## src/rtl/mc_ctrl.sv

```systemverilog
// mc_ctrl: multi-cycle MIPS-subset main controller (FETCH/DECODE/EXE/MEM/WB).
// In: clk, reset(sync low), opcode, funct, zero. Out: datapath enables/selects, state.
module mc_ctrl (
  input  logic       clk,
  input  logic       reset,
  input  logic [5:0] opcode,
  input  logic [5:0] funct,
  input  logic       zero,
  output logic       PCWr,
  output logic       IRWr,
  output logic [1:0] NPCOp,
  output logic       ExtOp,
  output logic       iflui,
  output logic       ALUSrc,
  output logic [2:0] ALUOp,
  output logic       RegWr,
  output logic [1:0] RegDst,
  output logic [1:0] MemtoReg,
  output logic       MemWr,
  output logic [2:0] state
);

  typedef enum logic [2:0] {
    FETCH  = 3'b000,
    DECODE = 3'b001,
    EXE    = 3'b010,
    MEM_RD = 3'b011,
    MEM_WR = 3'b100,
    WB     = 3'b101
  } state_t;

  state_t st_q, st_d;

  logic rtype;
  logic is_addu, is_subu, is_jr;
  logic is_ori, is_lw, is_sw, is_beq;
  logic is_lui, is_j, is_jal;

  assign rtype   = (opcode == 6'b000000);
  assign is_addu = rtype && (funct == 6'b100001);
  assign is_subu = rtype && (funct == 6'b100011);
  assign is_jr   = rtype && (funct == 6'b001000);
  assign is_ori  = (opcode == 6'b001101);
  assign is_lw   = (opcode == 6'b100011);
  assign is_sw   = (opcode == 6'b101011);
  assign is_beq  = (opcode == 6'b000100);
  assign is_lui  = (opcode == 6'b001111);
  assign is_j    = (opcode == 6'b000010);
  assign is_jal  = (opcode == 6'b000011);

  // Selects depend only on the instruction, never on state.
  assign ExtOp  = is_lw | is_sw | is_beq;
  assign iflui  = is_lui;
  assign ALUSrc = is_ori | is_lw | is_sw | is_lui;

  always_comb begin
    ALUOp = 3'b000;
    unique case (1'b1)
      is_subu, is_beq: ALUOp = 3'b001;
      is_ori:          ALUOp = 3'b010;
      default:         ALUOp = 3'b000;
    endcase
  end

  always_comb begin
    RegDst = 2'b00;
    unique case (1'b1)
      is_addu, is_subu: RegDst = 2'b01;
      is_jal:           RegDst = 2'b10;
      default:          RegDst = 2'b00;
    endcase
  end

  always_comb begin
    MemtoReg = 2'b00;
    unique case (1'b1)
      is_lw:   MemtoReg = 2'b01;
      is_jal:  MemtoReg = 2'b10;
      default: MemtoReg = 2'b00;
    endcase
  end

  always_ff @(posedge clk) begin
    if (!reset) st_q <= FETCH;
    else        st_q <= st_d;
  end

  assign state = st_q;

  always_comb begin
    st_d  = FETCH;
    PCWr  = 1'b0;
    IRWr  = 1'b0;
    RegWr = 1'b0;
    MemWr = 1'b0;
    NPCOp = 2'b00;
    case (st_q)
      FETCH: begin
        IRWr = 1'b1;
        PCWr = 1'b1;
        st_d = DECODE;
      end
      DECODE: begin
        unique case (1'b1)
          is_j: begin
            PCWr  = 1'b1;
            NPCOp = 2'b10;
          end
          is_jal: begin
            PCWr  = 1'b1;
            NPCOp = 2'b10;
            RegWr = 1'b1;
          end
          is_jr: begin
            PCWr  = 1'b1;
            NPCOp = 2'b11;
          end
          is_addu, is_subu, is_ori, is_lw,
          is_sw, is_beq, is_lui: st_d = EXE;
          default: st_d = FETCH;
        endcase
      end
      EXE: begin
        unique case (1'b1)
          is_beq: begin
            PCWr  = zero;
            NPCOp = 2'b01;
          end
          is_lw:   st_d = MEM_RD;
          is_sw:   st_d = MEM_WR;
          default: st_d = WB;
        endcase
      end
      MEM_RD: st_d = WB;
      MEM_WR: MemWr = 1'b1;
      WB:     RegWr = 1'b1;
      default: st_d = FETCH;
    endcase
    // Held reset abandons the instruction: no write may land.
    if (!reset) begin
      PCWr  = 1'b0;
      IRWr  = 1'b0;
      RegWr = 1'b0;
      MemWr = 1'b0;
    end
  end

endmodule
```

## config.mk

```make
export PLATFORM = sky130hd
export DESIGN_NAME = mc_ctrl
export DESIGN_NICKNAME = d
export VERILOG_FILES = /design/src/rtl/mc_ctrl.sv
export SDC_FILE = /design/constraint.sdc
export NUM_CORES = 1
export LEC_CHECK = 0
export BUFFER_PORTS_ARGS = -buffer_cell sky130_fd_sc_hd__buf_2
export CORE_MARGIN = 8
export CORE_UTILIZATION = 25
export CTS_CLUSTER_DIAMETER = 150
export DETAILED_ROUTE_END_ITERATION = 10
export HOLD_SLACK_MARGIN = 0.1
export PLACE_DENSITY = 0.69
export SYNTH_ARGS = -nofsm -noshare
export SYNTH_HDL_FRONTEND = slang
export SYNTH_SLANG_ARGS = --single-unit
```

## constraint.sdc

```tcl
create_clock -name clk -period 1.65 [get_ports clk]
set_input_delay 0.33 -clock clk [delete_from_list [all_inputs] [get_ports clk]]
set_output_delay 0.33 -clock clk [all_outputs]
set_load 0.005 [all_outputs]
```

* Word level (Yosys, flattened, before mapping)
Index checks and enable logic that the tools add are counted.
Cells by class: eq/ne operators 15, mux-type cells 20, bitwise operators 5, reduce and logical (&&, ||, !) cells 10
Operators with widths (number):
- $eq 6x6->1 const B | 4
- $pmux 2 s2 | 5
- $eq 6x4->1 const B | 3
- $eq 6x2->1 const B | 2
- $pmux 3 s4 | 1
- $mux 1 | 10
- $pmux 3 s3 | 1
- $reduce_or 7->1 | 1
- $eq 3x2->1 const B | 2
- $eq 3x3->1 const B | 2
- $eq 6x3->1 const B | 1
- $logic_not 6->1 | 1
- $reduce_or 2->1 | 3
- $or 1x1->1 | 5
- $eq 3x1->1 const B | 1
- $logic_and 1x1->1 | 3
- $logic_not 3->1 | 1
- $pmux 1 s3 | 1
- $reduce_or 3->1 | 1
- $mux 2 | 1
- $pmux 1 s2 | 1
Word-level totals: bits in registers 3, input bits 15, output and inout bits 19, logic and storage cells 51

* Depth between registers and ports, before layout
depth after elaboration 6, depth in mapped cells 5, depth with buffers taken out 5

* Worst setup path after synthesis
No wires, ideal clock.
path kind input to output, start point input port opcode[1], end point output port PCWr, arrival time 1358 ps, data required time 1320 ps, path slack -38 ps, stages 4, buffers on the path 0, cells stage by stage or4_4 > nor2_1 > a31oi_1 > o31ai_1
On the way: word-level cells in the longest chain between the ends 6, elaborated cells on any way between the ends 10, classes of those cells eq/ne (3); mux (4); reduce/logical (3)
Ends and longest elaborated chain:
- start: declaration | line 6 | input logic [5:0] opcode,
- $logic_not 6->1 | line 39 | assign rtype = (opcode == 6'b000000);
- $logic_and 1x1->1 | line 42 | assign is_jr = rtype && (funct == 6'b001000);
- $reduce_or 3->1 (no line)
- $mux 1 | line 104 | unique case (1'b1)
- $pmux 1 s3 (*) | line 97 | case (st_q)
- $mux 1 (*) | line 140 | if (!reset) begin
- end: declaration | line 9 | output logic PCWr,
Every way passes the cells marked *; elsewhere a longest branch is shown, timed or not.

* Worst setup path in the final report
start point input port funct[4], end point output port NPCOp[0]
On the way: word-level cells in the longest chain between the ends 4
Ends and longest elaborated chain:
- start: declaration | line 7 | input logic [5:0] funct,
- $eq 6x4->1 | line 42
- $logic_and 1x1->1 | line 42
- $pmux 2 s2 | line 104
- $pmux 2 s2 | line 97
- end: declaration | line 11 | output logic [1:0] NPCOp,
No other way between the ends.

==> run_results.csv <==
group,metric,value,unit
clock_network,cts_tree,"yes",
route,wl_per_cell,15.0,um
finish,areaGrowthSynthToFinish,109,%
clock_network,ctsLongestPathBuffers,2,
min_path,hold_class,"primary input to register",
outcome,failed_checks,"negative setup slack",
min_path,min_path_cells,4,
finish,largest_reg_flops,3,
grt,first_global_vias,675,
setup_path,reg2reg_depth,3,
grt,track_usage,0.108,
route,routed_wl,1.89,mm
floorplan,die_area,3230,um2
setup_path,critPathKind,"primary input to primary output",
route,routed_via_density,5.25,
synth,syn_nets,72,
finish,final_cell_mix,"buf_2 (27), buf_4 (18), buf_6 (6), nor3_1 (4), nand2_1 (4)",
sta,fin_hold_ws,0.529,ns
route,via_count,662,
synth,synth_top_family_by_area,"simple AND/OR/NAND/NOR gates",
synth,synth.avg_cell_area,7.31,um2
placed_design,gp_congestion,0.811,
finish,fin_util,0.564,
sta,rsz0062_at_grt,"true",
synth,synthSimpleGateAreaFrac,0.625,
synth,netlist_area,417,um2
sta,fin_ws,-0.258,ns
grt,grt-ovfl-total,0,
clock_network,cts_sinks,3,
synth,synth_edf_count,0,
sta,fin_crit_sh,1.16,
synth,synth_compound_area_frac,0.186,
sta,fmax,0.524,GHz
finish,final_area,870,um2
sta,hold_viol,0,
grt,use_met3,0.0315,
finish,diodes,0,
floorplan,core_area,1540,um2
synth,synth-async-reset-ratio,0,
synth,synthCells,57,
clock_network,cts_hold_buffers,0,
setup_path,rr_startpoint,"state[1]$_SDFF_PN0_",
power_and_ir_drop,power,0.347,mW
synth,synth_xor_area_frac,0,
grt,grt_max_degree,11,
synth,synth_mux_area_frac,0,
synth,ys_ff_latch,3,
outcome,status,"finished, violations left",
power_and_ir_drop,vdd_ir_drop_max,0.281,mV
floorplan,die_h,56.8,um
clock_network,root_buffer,"clkbuf_4",
sta,drv_slew,0,
grt,grt_pass1_wl,2.93,mm
clock_network,h-tree-depth,1,
setup_path,path_max_fanout,2,
finish,final_nets,126,
setup_path,cp-start-kind,"primary input",
placed_design,port_buffers,32,
grt,grt.met2_usage,0.210,
power_and_ir_drop,p_leak,0.427,nW
synth,synthAdderAreaFrac,0,
floorplan,num_io_pins,34,
synth,ys.flop_type,"dfxtp_1",
min_path,worstHoldStart,"opcode[4]",
setup_path,cp-end-kind,"primary output",
sta,skew,0.00753,ns
setup_path,worst-r2r-setup-slack,0.46,ns
placed_design,pre_cts_slack,-0.288,ns
grt,gr-usage-met1,0.101,
synth,synth_cell_types,31,
floorplan,start_util,0.270,
finish,layout_commonest_cell,"buf_2",
placed_design,place_hpwl,1.39,mm
setup_path,reg2reg_to,"state[1]$_SDFF_PN0_",
clock_network,clock_latency,0.24,ns
placed_design,place_area,706,um2
synth,seq_area_frac_synth,0.144,
synth,synth.yosys.warnings,0,
grt,antenna_found_initial,0,
floorplan,rows,14,
route,drt_iter0_drc,8,
grt,busiest_layer,"met2",
clock_network,clkTransAtPathRegs,0.04,ns
finish,drive_gt1_frac,0.618,
power_and_ir_drop,power_density,400,nW/um2
route,ant_nets,0,
route,firstDrtPassIters,4,
min_path,hold_path_end,"state[1]$_SDFF_PN0_",
sta,setup_viol,5,
flow_run,drv_cap,0,
sta,min_period,1.91,ns
setup_path,arrival,1.58,ns
clock_network,cts_made_buffers,3,
route,drc,0,
floorplan,chipWidth,56.8,um
setup_path,worstPathRequired,1.32,ns
[cells in the mapped netlist, types with 2 or more instances]
library cell / n / area share
nor2b_1: 3 / 0.045
nor2_1: 2 / 0.018
nand3_1: 2 / 0.024
a21oi_1: 4 / 0.048
nand4_1: 3 / 0.045
a31oi_1: 2 / 0.030
nor3b_1: 3 / 0.054
nor3_1: 6 / 0.072
nand2b_1: 3 / 0.045
dfxtp_1: 3 / 0.14
nand3b_1: 2 / 0.036
nand2_1: 5 / 0.045
[metal layers]
layer / vias to the layer above / share of wire
li1: 329 / -
met1: 309 / 0.38
met2: 20 / 0.54
met3: 4 / 0.055
met4: 0 / 0.017
met5: - / 0
[where the power goes]
| group | internal (mW) | total, mW | switching [mW] |
|---|---|---|---|
| clock | 0.0913 | 0.139 | 0.0482 |
| combinational | 0.0687 | 0.130 | 0.0612 |
| sequential | 0.0752 | 0.0782 | 0.00297 |
[stage by stage]
stage | instances | setup TNS, ns
3_3_place_gp | 119 | -1.26
3_5_place_dp | 119 | -1.34
2_1_floorplan | 57 | -0.0376
5_1_grt | 126 | -1.25
4_1_cts | 123 | -0.852
6_report | 126 | -1.00
[worst max-delay path: stages]
cell     delay [ns]
buf_6          0.09
or4_4          0.56
nor2_4         0.14
buf_4          0.12
nand4_1        0.06
a21oi_1        0.14
buf_2          0.13
[timing repair]
item / in CTS / in global routing
buffers inserted: 0 / 3
pin swaps: 3 / 3
cloned: 0 / 0
resized for setup: 9 / 15
setup endpoints to repair: 9 / 8
[worst max-delay path by stage]
stage              start       end  cells past startpoint
3_3_place_gp   opcode[1]      PCWr                      6
6_report        funct[4]  NPCOp[0]                      7
5_1_grt         funct[4]  NPCOp[0]                      7
2_1_floorplan  opcode[1]      PCWr                      4
4_1_cts         funct[4]      PCWr                      6
3_5_place_dp   opcode[1]      PCWr                      6
[cell families (layout without fill, tap and decap cells)]
| kind of cell | count (synthesis) | after routing |
|---|---|---|
| simple gates | 39 | 39 |
| compound gates | 11 | 11 |
| buf+inv | 3 | 56 |
| flops | 3 | 3 |
| other cells | 1 | 1 |
[final cells by class]
type | count | area (um2)
Inverter | 1 | 6.26
Fill cell | 131 | 672
Tap cell | 16 | 20.0
Clock buffer | 4 | 26.3
Multi-Input combinational cell | 51 | 419
Sequential cell | 3 | 60.1
Timing Repair Buffer | 51 | 338
Note: power is estimated with default switching activity, not from simulation.
